<file path="src/rtl/link_vc_arbiter.sv">
// Two-VC link arbiter: whole-packet round-robin grant onto one lane, with
// per-VC credit counters that mirror the far-end receive FIFO space.
module link_vc_arbiter #(
   parameter int DATA_LINE_WIDTH = 40,
   parameter int FIFO_DEPTH      = 32,
   parameter int LOG2_FIFO_DEPTH = 5
) (
   input  logic                       clk,
   input  logic                       rst,
   input  logic [DATA_LINE_WIDTH-1:0] i_vc0_flit,
   input  logic                       i_vc0_valid,
   input  logic                       i_vc0_last,
   output logic                       o_vc0_ready,
   input  logic [DATA_LINE_WIDTH-1:0] i_vc1_flit,
   input  logic                       i_vc1_valid,
   input  logic                       i_vc1_last,
   output logic                       o_vc1_ready,
   input  logic                       i_credit_return_vc0,
   input  logic                       i_credit_return_vc1,
   output logic [DATA_LINE_WIDTH-1:0] o_link_flit,
   output logic                       o_link_vc,
   output logic                       o_link_valid,
   output logic [LOG2_FIFO_DEPTH:0]   o_credits_vc0,
   output logic [LOG2_FIFO_DEPTH:0]   o_credits_vc1,
   output logic                       o_credit_err
);

   localparam int CW = LOG2_FIFO_DEPTH + 1;
   localparam logic [CW-1:0] CRED_MAX = CW'(FIFO_DEPTH);

   typedef enum logic [1:0] {
      IDLE  = 2'd0,
      BUSY0 = 2'd1,
      BUSY1 = 2'd2
   } state_t;

   state_t                     state_q;
   logic                       last_vc_q;
   logic [CW-1:0]              cred0_q, cred1_q;
   logic [CW-1:0]              cred0_d, cred1_d;
   logic                       err_d;
   logic [DATA_LINE_WIDTH-1:0] link_flit_q;
   logic                       link_vc_q;
   logic                       link_valid_q;
   logic                       err_q;

   logic elig0_s, elig1_s;
   logic ready0_s, ready1_s;
   logic xfer0_s, xfer1_s;

   // Transfer consumes a credit, return adds one; a return at full is held at full.
   function automatic logic [CW-1:0] credit_next(input logic [CW-1:0] cur,
                                                 input logic          xfer,
                                                 input logic          ret);
      logic [CW-1:0] nxt;
      if (xfer && !ret) begin
         nxt = cur - CW'(1);
      end else if (ret && !xfer) begin
         nxt = (cur == CRED_MAX) ? cur : cur + CW'(1);
      end else begin
         nxt = cur;
      end
      return nxt;
   endfunction

   function automatic logic credit_overflow(input logic [CW-1:0] cur,
                                            input logic          xfer,
                                            input logic          ret);
      return ret && !xfer && (cur == CRED_MAX);
   endfunction

   assign elig0_s = i_vc0_valid && (cred0_q != '0);
   assign elig1_s = i_vc1_valid && (cred1_q != '0);

   // Grant: round-robin in IDLE, held by the packet owner while BUSY.
   always_comb begin
      ready0_s = 1'b0;
      ready1_s = 1'b0;
      case (state_q)
         IDLE: begin
            if (elig0_s && elig1_s) begin
               ready0_s = last_vc_q;
               ready1_s = !last_vc_q;
            end else begin
               ready0_s = elig0_s;
               ready1_s = elig1_s;
            end
         end
         BUSY0: begin
            ready0_s = (cred0_q != '0);
            ready1_s = 1'b0;
         end
         BUSY1: begin
            ready0_s = 1'b0;
            ready1_s = (cred1_q != '0);
         end
         default: begin
            ready0_s = 1'b0;
            ready1_s = 1'b0;
         end
      endcase
   end

   assign xfer0_s = i_vc0_valid && ready0_s;
   assign xfer1_s = i_vc1_valid && ready1_s;

   // Credit next-state and overflow detection.
   always_comb begin
      cred0_d = credit_next(cred0_q, xfer0_s, i_credit_return_vc0);
      cred1_d = credit_next(cred1_q, xfer1_s, i_credit_return_vc1);
      err_d   = err_q
              | credit_overflow(cred0_q, xfer0_s, i_credit_return_vc0)
              | credit_overflow(cred1_q, xfer1_s, i_credit_return_vc1);
   end

   // Packet FSM and round-robin history.
   always_ff @(posedge clk or negedge rst) begin
      if (!rst) begin
         state_q   <= IDLE;
         last_vc_q <= 1'b1;
      end else begin
         case (state_q)
            IDLE: begin
               if (xfer0_s) begin
                  if (i_vc0_last) begin
                     last_vc_q <= 1'b0;
                  end else begin
                     state_q <= BUSY0;
                  end
               end else if (xfer1_s) begin
                  if (i_vc1_last) begin
                     last_vc_q <= 1'b1;
                  end else begin
                     state_q <= BUSY1;
                  end
               end
            end
            BUSY0: begin
               if (xfer0_s && i_vc0_last) begin
                  state_q   <= IDLE;
                  last_vc_q <= 1'b0;
               end
            end
            BUSY1: begin
               if (xfer1_s && i_vc1_last) begin
                  state_q   <= IDLE;
                  last_vc_q <= 1'b1;
               end
            end
            default: state_q <= IDLE;
         endcase
      end
   end

   // Link register: flit and VC id hold their value when nothing is sent.
   always_ff @(posedge clk or negedge rst) begin
      if (!rst) begin
         link_valid_q <= 1'b0;
         link_flit_q  <= '0;
         link_vc_q    <= 1'b0;
      end else if (xfer0_s) begin
         link_valid_q <= 1'b1;
         link_flit_q  <= i_vc0_flit;
         link_vc_q    <= 1'b0;
      end else if (xfer1_s) begin
         link_valid_q <= 1'b1;
         link_flit_q  <= i_vc1_flit;
         link_vc_q    <= 1'b1;
      end else begin
         link_valid_q <= 1'b0;
      end
   end

   // Credit counters and sticky overflow flag.
   always_ff @(posedge clk or negedge rst) begin
      if (!rst) begin
         cred0_q <= CRED_MAX;
         cred1_q <= CRED_MAX;
         err_q   <= 1'b0;
      end else begin
         cred0_q <= cred0_d;
         cred1_q <= cred1_d;
         err_q   <= err_d;
      end
   end

   assign o_vc0_ready   = ready0_s;
   assign o_vc1_ready   = ready1_s;
   assign o_link_flit   = link_flit_q;
   assign o_link_vc     = link_vc_q;
   assign o_link_valid  = link_valid_q;
   assign o_credits_vc0 = cred0_q;
   assign o_credits_vc1 = cred1_q;
   assign o_credit_err  = err_q;

endmodule

</file>
<file path="config.mk">
export PLATFORM = sky130hd
export DESIGN_NAME = link_vc_arbiter
export DESIGN_NICKNAME = d
export VERILOG_FILES = /design/src/rtl/link_vc_arbiter.sv
export SDC_FILE = /design/constraint.sdc
export NUM_CORES = 1
export LEC_CHECK = 0
export CAP_MARGIN = 20
export CORE_MARGIN = 2
export CORE_UTILIZATION = 47
export CTS_BUF_LIST = sky130_fd_sc_hd__clkbuf_4
export CTS_CLUSTER_DIAMETER = 50
export DETAILED_ROUTE_END_ITERATION = 6
export PLACE_DENSITY = 0.89
export SYNTH_ARGS = -nofsm -noshare
export SYNTH_HDL_FRONTEND = slang
export SYNTH_SLANG_ARGS = --single-unit
</file>
<file path="constraint.sdc">
create_clock -name clk -period 7.4 [get_ports clk]
set_input_delay 0.74 -clock clk [delete_from_list [all_inputs] [get_ports clk]]
set_output_delay 0.74 -clock clk [all_outputs]
set_load 0.1 [all_outputs]
</file>
# --- After elaboration in Yosys (flattened, before gate mapping) ---
# Index checks and enable logic that the tools add are counted.
# Widths: inputs -> output; s select.
op_classes:
  n_reduce_logical: 29
  n_mux: 30
  n_addsub: 4
  eq_ne: 13
  bitwise_logic: 2
op_table:
  columns: ["cell", "count"]
  rows:
  - ["$mux 40", 2]
  - ["$mux 6", 6]
  - ["$ne 3x3->1 const B", 5]
  - ["$logic_and 1x1->1", 13]
  - ["$add 6x1->6 const B", 2]
  - ["$eq 6x6->1 const B", 2]
  - ["$mux 1", 12]
  - ["$mux 2", 6]
  - ["$reduce_bool 6->1", 2]
  - ["$sub 6x1->6 const B", 2]
  - ["$ne 2x2->1 const B", 4]
  - ["$pmux 2 s3", 1]
  - ["$reduce_and 6->1", 1]
  - ["$reduce_bool 2->1", 3]
  - ["$logic_not 1->1", 5]
  - ["$reduce_and 5->1", 1]
  - ["$pmux 1 s2", 2]
  - ["$reduce_and 2->1", 2]
  - ["$pmux 1 s3", 1]
  - ["$reduce_bool 3->1", 1]
  - ["$eq 2x1->1 const B", 1]
  - ["$eq 2x2->1 const B", 1]
  - ["$logic_not 2->1", 1]
  - ["$or 1x1->1", 2]
totals:
  in_bits: 88
  output_inout_bits: 57
  ff_bits: 58

# --- Longest topological paths before layout ---
# Gate-level depths: netlist of run 1.
logic_depth:
  word_depth: 11
  depth_mapped: 15
  ltp_nobuf: 13

# --- Least setup slack after synthesis of run 1 ---
# No wires, ideal clock.
synth_timing:
  kind: "register to output"
  start: "register cred1_q[0] (netlist: o_credits_vc1[0])"
  end: "output o_vc0_ready"
  stages_incl_launch_ff: 5
  path_buffers: 0
  arrival_time_ps: 3823
  setup_slack_ps: 2837
  required_ps: 6660
  cell_sequence: "dfrtp_1 or3_1 o21ai_0 o211ai_1 a21boi_0"
synth_between:
  elab_chain_len: 5
synth_rtl:
  columns: ["element", "line_no", "rtl"]
  rows:
  - ["start: declaration", "39", "logic [CW-1:0] cred0_q, cred1_q;"]
  - ["start signal: assignment", "182", "cred1_q <= cred1_d;"]
  - ["$reduce_bool 6->1", "73", "assign elig1_s = i_vc1_valid && (cred1_q != '0);"]
  - ["$logic_and 1x1->1", "73", null]
  - ["$logic_and 1x1->1", "81", "if (elig0_s && elig1_s) begin"]
  - ["$mux 1", "81", null]
  - ["$pmux 1 s2", "79", "case (state_q)"]
  - ["end: declaration", "13", "output logic o_vc0_ready,"]
# Every way passes these cells.

# --- Final worst setup path of run 1 ---
layout_timing:
  start: "register cred0_q[1] (netlist: o_credits_vc0[1])"
  end: "output o_vc1_ready"
layout_between:
  elab_chain_len: 5
layout_rtl:
  columns: ["element", "line_no", "rtl"]
  rows:
  - ["start: declaration", "39", null]
  - ["start signal: assignment", "181", "cred0_q <= cred0_d;"]
  - ["$reduce_bool 6->1", "72", "assign elig0_s = i_vc0_valid && (cred0_q != '0);"]
  - ["$logic_and 1x1->1", "72", null]
  - ["$logic_and 1x1->1", "81", null]
  - ["$mux 1", "81", null]
  - ["$pmux 1 s2", "79", null]
  - ["end: declaration", "17", "output logic o_vc1_ready,"]
# Every way passes these cells.

==> results.sh, run 1 <==
export IMPL_rows=30
export IMPL_crit_arrival_ns=3.33
export IMPL_synthTopCellsByCount="a21oi_1 (86), dfrtp_1 (55), nand2_1 (54)"
export IMPL_num_vias=3325
export IMPL_post_cts_buffers=0
export IMPL_crit_path_end_kind="output pin"
export IMPL_grt_max_degree=59
export IMPL_yosys_area_top_type_share_pct=42.2
export IMPL_holdCritPathClass="input port to async pin"
export IMPL_cp_max_fo=8
export IMPL_final_max_slew_violation_count=0
export IMPL_synth_ff_type="dfrtp_1"
export IMPL_cts_tree="done"
export IMPL_yosys_area_top_type="dfrtp_1"
export IMPL_nets=622
export IMPL_avgViaCountPerCell=5.50
export IMPL_clock_fmax_mhz=246
export IMPL_yosys_top_cells_area="dfrtp_1 (42%), a21oi_1 (13%), nand2_1 (6.2%)"
export IMPL_rrSetupSlack_ns=3.66
export IMPL_grt_pass1_vias=3212
export IMPL_r2r_start="o_credits_vc0[1]"
export IMPL_drc=0
export IMPL_hold_viol=0
export IMPL_synth_edf_count=0
export IMPL_setup_worst_path_start="o_credits_vc0[1]"
export IMPL_tightest_slew_ns=1.03
export IMPL_ys_seq_area_share_pct=44.6
export IMPL_tns_ns=0
export IMPL_wl_um=9440
export IMPL_yosys_warnings=0
export IMPL_synth_distinct_cells=57
export IMPL_syn_num_nets=484
export IMPL_htree_levels=3
export IMPL_antenna_left=0
export IMPL_post_route_period_util_pct=55.0
export IMPL_ys_async_sr_fraction_pct=100
export IMPL_die_h_um=87.3
export IMPL_diodes=0
export IMPL_syn_avg_cell_area_um2=8.55
export IMPL_rsz0062_at_grt="no"
export IMPL_relSlewSlack_pct=30.9
export IMPL_pin_count=145
export IMPL_cp_data_required_time_ns=6.66
export IMPL_cts_resized=0
export IMPL_clock_path_buffers=2
export IMPL_gp_congestion=0.835
export IMPL_cp_start_kind="flip-flop"
export IMPL_syn_inst=381
export IMPL_cts_inserted_buffers=9
export IMPL_track_usage_pct=24.6
export IMPL_die_area_mm2=0.00762
export IMPL_r2r_end="o_credits_vc1[5]"
export IMPL_clk_latency_ns=0.40
export IMPL_grt_antenna_before_repair=0
export IMPL_endpoint="o_vc1_ready"
export IMPL_fill_cells=497
export IMPL_clock_sinks=58
export IMPL_first_pass_iters=4
export IMPL_cts_hold_buf=0
export IMPL_grt_pass1_wl_um=14900
export IMPL_finalSetupViolCount=0
export IMPL_status="completed"
export IMPL_clk_pin_slew_ns=0.13
export IMPL_cap_violations=0
export IMPL_skew_ns=0.0227
export IMPL_start_util_pct=48.2
export IMPL_r2r_cells=10
export IMPL_cts_root_buf="clkbuf_4"
export IMPL_yosysMostFrequentCell="a21oi_1"
export IMPL_io_buffers=144
export IMPL_crit_type="flip-flop to output pin"
export IMPL_syn_area_mm2=0.00326
export IMPL_avgRoutedWirePerCell_um=15.6
export IMPL_grt_overflow_total=0
export IMPL_core_mm2=0.00676
export IMPL_synth_seq_cells=58
export IMPL_areaGrowthSynthToFinish_pct=51.0
export IMPL_min_period_ns=4.07
export IMPL_die_x_um=87.3
export IMPL_drive_above_1_share_pct=6.49
export IMPL_drt_iter0_markers=150
export IMPL_dp_hpwl_um=6570
cell type report:
| type | instances | area (µm²) | share of cell area, % |
|---|---|---|---|
| Multi-Input combinational cell | 287 | 1660 | 33.7 |
| Sequential cell | 58 | 1460 | 29.6 |
| Timing Repair Buffer | 146 | 1450 | 29.5 |
| Clock inverter | 7 | 125 | 2.54 |
| Tap cell | 80 | 100 | 2.03 |
| Clock buffer | 9 | 67.6 | 1.37 |
| Inverter | 17 | 63.8 | 1.30 |
registers in the layout, indices dropped and copies added, names as in the netlist:
name	flops
o_credit_err	1
state_q	2
last_vc_q	1
o_link_flit	40
o_credits_vc0	6
o_link_vc	1
o_credits_vc1	6
o_link_valid	1
cells by family after synthesis:
| logic type | after synthesis | share of synthesized area [%] |
|---|---|---|
| XOR/XNOR | 11 | 2.96 |
| AND/OR/NAND/NOR | 131 | 18.0 |
| adder cells (fa/ha/maj) | 15 | 5.99 |
| AO/OA/AOI/OAI | 129 | 23.6 |
| multiplexers | 1 | 0.345 |
| flip-flops | 58 | 44.6 |
| buffers and inverters | 36 | 4.45 |
placed cells by master (no fill, tap or decap), drive strengths merged, types with 5 or more instances in the layout:
cell type,netlist,final
ha,14,14
inv,17,18
nand3,7,7
clkdlybuf4s50,0,143
dfrtp,55,55
clkbuf,10,9
xnor2,7,7
a21oi,88,88
o21ai,13,13
nor3,5,5
nor2,49,49
nand2,54,54
how the worst min path moves through the flow:
stage,from,to,depth (start not counted)
final,rst,o_link_flit[25],2
after global routing,rst,o_link_flit[25],2
after CTS,rst,o_link_flit[17],2
after detailed placement,o_credit_err,o_credit_err,2
after global placement,o_credit_err,o_credit_err,2
after floorplan,rst,o_credit_err,0
worst max-delay path: stages, from the launching register on:
cell and delay [ns]:
dfrtp_1 0.48, or3_4 0.46, or2_0 0.26, a311oi_1 0.35
a2bb2oi_1 0.23, clkdlybuf4s50_1 1.17
per-stage QoR:
step,hold WS [ns],area [µm²],util (%),cells,setup WS (ns)
after floorplan,0.444,3260,-,381,2.84
after global placement,0.458,4730,70.0,588,3.60
after detailed placement,0.464,4730,70.0,588,3.48
after CTS,0.491,4920,72.9,604,3.30
after global routing,0.498,4920,72.9,604,3.20
final,0.462,4920,72.9,604,3.33
per-layer routing:
layer,share of wire [%],wire length [µm],global-route usage (%)
met5,0,0,0
met4,3.8,354,11.5
met3,6.6,619,4.93
met2,51,4780,42.5
met1,39,3690,29.4
Power of run 1 is left out: the tool's default activity adds up to more than one toggle a clock period on the data nets, which glitch-free logic cannot reach.
==> run 2: changes to the inputs <==
CORE_UTILIZATION = 39   (was 47)
PLACE_DENSITY = 0.78   (was 0.89)
clock period = 3.51 ns   (was 7.4 ns; I/O delays follow)
==> run 2 against run 1 <==
Cell count rose by 4.8%. Die area rose by 20%. Clock skew fell by 0.0055 ns. Flip-flop and latch count did not move. Sequential share of layout area fell by 0.17 points. Hold slack improved by 0.017 ns. Register-to-register slack got worse by 3.4 ns. Non-clock buffer count rose by 4. Utilization fell by 12 points. First-iteration DRC count fell by 12%. Global-route usage fell by 3.8 points. Wire length fell by 0.20%. Critical path type is now flip-flop to flip-flop. Critical endpoint is now o_credits_vc0[5]. Largest cell class unchanged. Highest routed layer unchanged.
==> results.sh, run 2 (synthesized netlist as in run 1, its figures left out) <==
export IMPL_status="completed"
export IMPL_start_util_pct=39.9
export IMPL_grt_max_degree=45
export IMPL_post_route_period_util_pct=93.0
export IMPL_cp_max_fo=11
export IMPL_tns_ns=0
export IMPL_clk_latency_ns=0.39
export IMPL_nets=626
export IMPL_dp_hpwl_um=6730
export IMPL_cts_inserted_buffers=9
export IMPL_num_vias=3357
export IMPL_cp_start_kind="flip-flop"
export IMPL_diodes=0
export IMPL_die_x_um=95.4
export IMPL_drc=0
export IMPL_avgRoutedWirePerCell_um=14.9
export IMPL_crit_type="flip-flop to flip-flop"
export IMPL_pin_count=145
export IMPL_min_period_ns=3.26
export IMPL_avgViaCountPerCell=5.30
export IMPL_drt_iter0_markers=132
export IMPL_antenna_left=0
export IMPL_rsz0062_at_grt="no"
export IMPL_rrSetupSlack_ns=0.25
export IMPL_hold_viol=0
export IMPL_grt_pass1_wl_um=14800
export IMPL_multi_input_area_mm2=0.00167
export IMPL_gp_congestion=0.928
export IMPL_core_mm2=0.00818
export IMPL_crit_arrival_ns=3.58
export IMPL_htree_levels=3
export IMPL_first_pass_iters=4
export IMPL_clk_pin_slew_ns=0.10
export IMPL_cp_data_required_time_ns=3.83
export IMPL_finalSetupViolCount=0
export IMPL_layout_common_cells="clkdlybuf4s50_1 (141), a21oi_1 (86), dfrtp_1 (55)"
export IMPL_relSlewSlack_pct=32.8
export IMPL_layout_commonest_cell="clkdlybuf4s50_1"
export IMPL_regArea_mm2=0.00146
export IMPL_skew_ns=0.0172
export IMPL_cts_tree="done"
export IMPL_cts_root_buf="clkbuf_4"
export IMPL_areaGrowthSynthToFinish_pct=51.9
export IMPL_grt_overflow_total=0
export IMPL_holdCritPathClass="input port to async pin"
export IMPL_tightest_slew_ns=1.01
export IMPL_die_area_mm2=0.00910
export IMPL_wl_um=9420
export IMPL_drive_above_1_share_pct=7.39
export IMPL_fill_cells=745
export IMPL_largest_reg_flops=40
export IMPL_crit_path_end_kind="flip-flop"
export IMPL_grt_met2_usage_pct=36.2
export IMPL_grt_antenna_before_repair=0
export IMPL_track_usage_pct=20.9
export IMPL_final_max_slew_violation_count=0
export IMPL_cap_violations=0
export IMPL_cts_resized=0
export IMPL_clock_fmax_mhz=306
export IMPL_clock_path_buffers=2
export IMPL_rows=33
export IMPL_top_usage_layer="met2"
export IMPL_clock_sinks=58
export IMPL_grt_use_met1_pct=23.8
export IMPL_io_buffers=144
export IMPL_die_h_um=95.4
export IMPL_use_met3_pct=4.74
export IMPL_grt_pass1_vias=3186
-- run 2: cell types whose count changed in the layout (fill, tap and decap cells not counted), moves of 2 or more --
cell,delta
buf_4,+5
clkinv_4,-3
clkdlybuf4s50_1,-2
clkinv_2,+2
-- run 2: layer usage --
layer  vias to the layer above  share of wire [%]
li1                       1605                  -
met1                      1579                 39
met2                       150                 50
met3                        23                8.0
met4                         0                2.5
met5                         -                  0
-- run 2: worst paths after layout --
path	startpoint	endpoint	depth (start not counted)
worst max-delay path	state_q[0]	o_credits_vc0[5]	11
worst min-delay path	rst	o_credits_vc1[2]	2
worst max register to register	state_q[0]	o_credits_vc0[5]	11
worst min register to register	o_credit_err	o_credit_err	2
max in group asynchronous	rst	o_credits_vc1[5]	3
min in group clk	o_credit_err	o_credit_err	2
-- run 2: stage by stage --
step                      utilization, %  worst slack, ns  hold slack [ns]  instances  instance area [µm²]
final                               60.6            0.247            0.479        633                 4950
after global routing                60.6           0.0318            0.508        633                 4950
after CTS                           60.6            0.289            0.476        633                 4950
after detailed placement            58.5            0.342            0.374        616                 4780
after global placement              58.5            0.587            0.367        616                 4780
after floorplan                        -           0.0376           0.0554        381                 3270
-- run 2: cell type report --
class | instances | share of cell area [%]
multi-input cells | 287 | 33.6
repair buffers | 150 | 29.9
flip-flops and latches | 58 | 29.4
well taps | 105 | 2.65
clock inverters | 6 | 1.64
clock buffers | 10 | 1.52
inverters | 17 | 1.29
-- run 2: timing repair --
item,CTS,global route
buffers inserted,0,0
hold buffers,1,0
endpoints found under the hold margin,24,0
endpoints found under the setup margin,0,0
-- run 2: critical path, stage by stage (launching register included) --
cell       delay, ns
dfrtp_1         0.42
inv_1           0.11
ha_1            0.33
nor4b_4         0.32
a21oi_2         0.14
a21oi_4         0.19
ha_1            0.40
and3b_1         0.25
o21ai_1         0.21
a2111oi_0       0.15
o41ai_1         0.50
xnor2_1         0.17
Power of run 2 is left out for the same reason.
==> variant 1, RTL diff (config.mk and constraints of run 2) <==
Change the parameter `FIFO_DEPTH` from 32 to 24.
--- a/src/rtl/link_vc_arbiter.sv
+++ b/src/rtl/link_vc_arbiter.sv
@@ -4,3 +4,3 @@
    parameter int DATA_LINE_WIDTH = 40,
-   parameter int FIFO_DEPTH      = 32,
+   parameter int FIFO_DEPTH      = 24,
    parameter int LOG2_FIFO_DEPTH = 5
Check against the original RTL: not equivalent (a bounded check fails within 4 cycles, from zero or initial values and one cycle with rst low).
==> variant 1 against run 2 <==
Design area is 0.15% lower; sequential cell count stayed put; synthesized area is 2.1% higher; routed wire length is 8.1% lower; setup slack better by 0.014 ns.
Power is left out: the tool's default activity adds up to more than one toggle a clock period on the data nets, which glitch-free logic cannot reach.
==> variant 1: results (changes against run 2) <==
| Metric | Value |
|---|---|
| Post-Syn Nets | 436 (-9.9%) |
| Critical-path maximum fanout | 9 (-2) |
| Worst slew pin tran | 1.02 ns (+0.0142 ns) |
| DR vias/cell | 5.12 (-3.5%) |
| WHS Endpoint | o_link_flit[7]$_DFFE_PN0P_ |
| Total Wirelength | 8650 um (-8.1%) |
| FF-to-FF path depth | 11 (unchanged) |
| Top post-synthesis cells by area | dfrtp_1 (40%), mux2i_1 (12%), nand2_1 (6.2%) |
| Critical path's largest stage delay | 0.58 ns (+0.08 ns) |
| Post-CTS Resized | 0 (unchanged) |
| R2R Path End | o_credits_vc1[5]$_DFFE_PN0P_ |
| Antenna Diode Count | 0 (unchanged) |
| Pin count of the biggest net entering global routing | 57 (+27%) |
| Worst-Skew Late Latency | 0.39 ns (about the same) |
| WHS Path Cells | 3 |
| RR Startpoint | o_credits_vc0[1]$_DFFE_PN0P_ |
| Outcome | complete, no violations |
| Initial drt markers | 93 (-30%) |
| Clk_skew | 0.0224 ns (+0.00522 ns) |
| Placer Congestion | 0.849 (-8.5%) |
| # fillers | 726 (-2.6%) |
| First-pass GRT wire length | 13600 um (-7.8%) |
| Gr usage total | 18.9% (-1.9 points) |
| CP max stage cell | or4_4 |
| Layout cell share with drive strength beyond 1 | 9.81% (+2.4 points) |
| HP Class | primary input to register |
| Fin nets | 577 (-7.8%) |
| Max FFs per register | 40 (unchanged) |
| Vias in the first global route | 2921 (-8.3%) |
| Synth Instances | 333 (-13%) |
| Reg2reg setup slack | 0.26 ns |
| H-Tree Depth | 3 (unchanged) |
| Count of cell types in the netlist | 50 (-12%) |
| CP arrival | 3.56 ns (-0.02 ns) |
| Root buffer cell | clkbuf_4 |
| Sequential share of the synthesized area | 43.8% (-0.83 points) |
| Post-DP HPWL | 6410 um (-4.7%) |
| Fin Hold WS | 0.492 ns (+0.0126 ns) |
| Leading cell types by count after synthesis | nand2_1 (55), dfrtp_1 (53), mux2i_1 (41) |
| Synth warn | 0 (unchanged) |
| Clock buffer depth | 2 (unchanged) |
-- variant 1: cell count changes after synthesis, sizes merged, moves of 37 or more --
cell,change
nor2,-43
a21oi,-83
o21ai,+37
mux2i,+41
-- variant 1: metrics by stage --
| stage | utilization (%) | cells | setup WS (ns) | setup TNS [ns] | cell area [um2] |
|---|---|---|---|---|---|
| 3_5_place_dp | 58.1 | 567 | 0.259 | 0 | 4800 |
| 6_report | 59.9 | 584 | 0.261 | 0 | 4940 |
| 4_1_cts | 59.9 | 584 | 0.245 | 0 | 4940 |
| 3_3_place_gp | 58.1 | 567 | 0.336 | 0 | 4800 |
| 5_1_grt | 59.9 | 584 | 0.0880 | 0 | 4940 |
| 2_1_floorplan | - | 333 | -0.0945 | -0.0945 | 3370 |
-- variant 1: worst max path at each step --
| stage | cells after the start | to | slack (ns) | from |
|---|---|---|---|---|
| global route | 11 | o_credits_vc1[5]$_DFFE_PN0P_ | 0.09 | o_credits_vc0[1]$_DFFE_PN0P_ |
| detailed placement | 11 | o_credits_vc1[5]$_DFFE_PN0P_ | 0.26 | o_credits_vc0[1]$_DFFE_PN0P_ |
| floorplan | 14 | o_credits_vc1[5]$_DFFE_PN0P_ | -0.09 | o_credits_vc0[1]$_DFFE_PN0P_ |
| global placement | 11 | o_credits_vc1[5]$_DFFE_PN0P_ | 0.34 | o_credits_vc0[1]$_DFFE_PN0P_ |
| CTS | 11 | o_credits_vc1[5]$_DFFE_PN0P_ | 0.24 | o_credits_vc0[1]$_DFFE_PN0P_ |
| finish | 11 | o_credits_vc1[5]$_DFFE_PN0P_ | 0.26 | o_credits_vc0[1]$_DFFE_PN0P_ |
-- variant 1: routing by layer --
metal	wire length, um	vias to the layer above	track usage (%)
li1	-	1469	-
met1	3630	1418	22.0
met2	4310	92	33.4
met3	603	9	5.01
met4	110	0	6.81
met5	0	-	0
-- variant 1: final cells by class --
type	instances	area (um2)	share of cell area (%)
Sequential cell	58	1470	29.7
Multi-Input combinational cell	242	1690	34.1
Clock buffer	10	75.1	1.52
Clock inverter	6	57.6	1.16
Timing Repair Buffer	149	1470	29.8
Inverter	14	52.6	1.06
Tap cell	105	131	2.66
-- variant 1: logic make-up (layout without fill, tap and decap cells) --
| family | after synthesis | in the layout | synth area share (%) |
|---|---|---|---|
| multiplexers | 41 | 41 | 12.3 |
| AND/OR/NAND/NOR | 87 | 87 | 12.0 |
| flip-flops | 58 | 58 | 43.8 |
| adder cells (fa/ha/maj) | 15 | 15 | 5.87 |
| buffers and inverters | 33 | 179 | 6.36 |
| AO/OA/AOI/OAI | 87 | 87 | 16.5 |
| XOR/XNOR | 12 | 12 | 3.16 |
-- variant 1: tightest hold or removal path: cells and delay by family --
kind	cells	cell delay (ns)
simple gates	1	0.05
buf+inv	1	0.40
compound gates	1	0.05
==> variant 2, RTL diff (settings of run 2) <==
Made on the original files. Re-encode `state_t` (3 states) as one-hot, 3 bits wide.
--- a/src/rtl/link_vc_arbiter.sv
+++ b/src/rtl/link_vc_arbiter.sv
@@ -30,6 +30,6 @@
 
-   typedef enum logic [1:0] {
-      IDLE  = 2'd0,
-      BUSY0 = 2'd1,
-      BUSY1 = 2'd2
+   typedef enum logic [2:0] {
+      IDLE  = 3'b001,
+      BUSY0 = 3'b010,
+      BUSY1 = 3'b100
    } state_t;
Behaviour: no difference found for any inputs over 4 cycles, from zero or initial values and one cycle with rst low; so few cycles prove little.
==> variant 2 against run 2 <==
Synthesized area fell by 0.61%; routed wire length is 1.1% higher; largest cell class unchanged; count of clock-buffer cells in the layout fell by 1; sequential cell count grew 1; highest routed layer unchanged; design area fell by 2.9%; sequential share of layout area rose by 1.5 points; first-iteration DRC count is 30% lower; cell count decreased by 1.4%; setup slack improved by 0.22 ns.
Power is left out: the tool's default activity adds up to more than one toggle a clock period on the data nets, which glitch-free logic cannot reach.
==> variant 2: results (changes against run 2) <==
| Metric | Value |
|---|---|
| Outcome | complete, no violations |
| Post-Syn Nets | 477 (-1.4%) |
| Initial drt markers | 93 (-30%) |
| First-pass GRT wire length | 14800 um (+0.43%) |
| Vias in the first global route | 3207 (+0.66%) |
| DR vias/cell | 5.17 (-2.6%) |
| Wire length on met1 | 4010 um (+8.1%) |
| Synth warn | 0 (unchanged) |
| Placer Congestion | 0.832 (-10%) |
| Ys async rst share | 100% (unchanged) |
| Setup bufs post-CTS | 0 (unchanged) |
| H-Tree Depth | 3 (unchanged) |
| Pre-CTS WS | 0.438 ns (+0.0964 ns) |
| Uppermost routed layer | met4 |
| Clk_skew | 0.0137 ns (-0.00347 ns) |
| Critical-path maximum fanout | 6 (-5) |
| Top post-synthesis cells by area | dfrtp_1 (42%), a21oi_1 (15%), nand2_1 (6.5%) |
| Worst slew pin tran | 0.999 ns (-0.00641 ns) |
| Post-DP HPWL | 6780 um (+0.77%) |
| Reg2reg setup slack | 0.46 ns (+0.22 ns) |
| Root buffer cell | clkbuf_4 |
| Fin Hold WS | 0.0343 ns (-0.445 ns) |
| Total Wirelength | 9520 um (+1.1%) |
| Leading cell types by count after synthesis | a21oi_1 (94), nand2_1 (56), dfrtp_1 (55) |
| HP Class | primary input to asynchronous set/reset pin |
| FF-to-FF path depth | 10 (-1) |
| TritonCTS buffer count | 9 (unchanged) |
| Initial antenna violation count | 0 (unchanged) |
| CP arrival | 3.37 ns (-0.21 ns) |
| Post-CTS Resized | 0 (unchanged) |
| Gr usage total | 20.9% (+0.060 points) |
| WL met2 | 4650 um (-1.4%) |
| Max FFs per register | 40 (unchanged) |
| R2R Path End | o_credits_vc1[5]$_DFFE_PN1P_ |
| Layout cell share with drive strength beyond 1 | 7.32% (-0.065 points) |
| Count of cell types in the netlist | 48 (-16%) |
| Fin nets | 615 (-1.8%) |
| RR Startpoint | o_credits_vc1[1]$_DFFE_PN0P_ |
| Pin count of the biggest net entering global routing | 44 (-2.2%) |
| Clock buffer depth | 2 (unchanged) |
| Met3 WL | 808 um (+6.9%) |
| Sequential share of the synthesized area | 45.7% (+1.1 points) |
==> variant 2: changes by cell type in the layout (fill, tap and decap cells not counted), sizes merged, moves of 4 or more <==
cell and delta:
a21oi +6, nand3 -6, o21ai -5, ha -4, or3 -4
==> variant 2: area by class of cell <==
cell class	count	area, um2
Clock buffer	9	67.6
Fill cell	700	3330
Tap cell	105	131
Multi-Input combinational cell	281	1570
Timing Repair Buffer	149	1470
Clock inverter	5	22.5
Inverter	16	60.1
Sequential cell	59	1480
==> variant 2: per-layer routing <==
layer  global-route usage [%]  vias up
met5                        0        -
li1                         -     1569
met3                     4.35        6
met1                     26.6     1525
met4                     5.68        0
met2                     36.1      124
==> variant 2: stage by stage <==
step           utilization, %  cell area [um2]  instances
2_1_floorplan               -             3250        378
5_1_grt                  59.1             4810        624
6_report                 59.1             4810        624
4_1_cts                  59.1             4810        624
3_3_place_gp             58.0             4720        610
3_5_place_dp             58.0             4720        610
==> variant 2: cells by family after synthesis <==
logic type | share of synthesized area, %
compound gates | 22.1
buf+inv | 5.95
fa+ha+maj | 4.48
xor+xnor | 3.24
flops | 45.7
mux | 1.27
simple gates | 17.3
==> variant 2: critical path, stage by stage, from the launching register on <==
cell      delay (ns)
dfrtp_1         0.44
nor4_1          0.48
a21boi_0        0.29
and3_2          0.26
ha_1            0.26
ha_1            0.33
a211oi_1        0.23
o21bai_1        0.10
a21o_1          0.21
mux2i_1         0.12
o221a_2         0.24
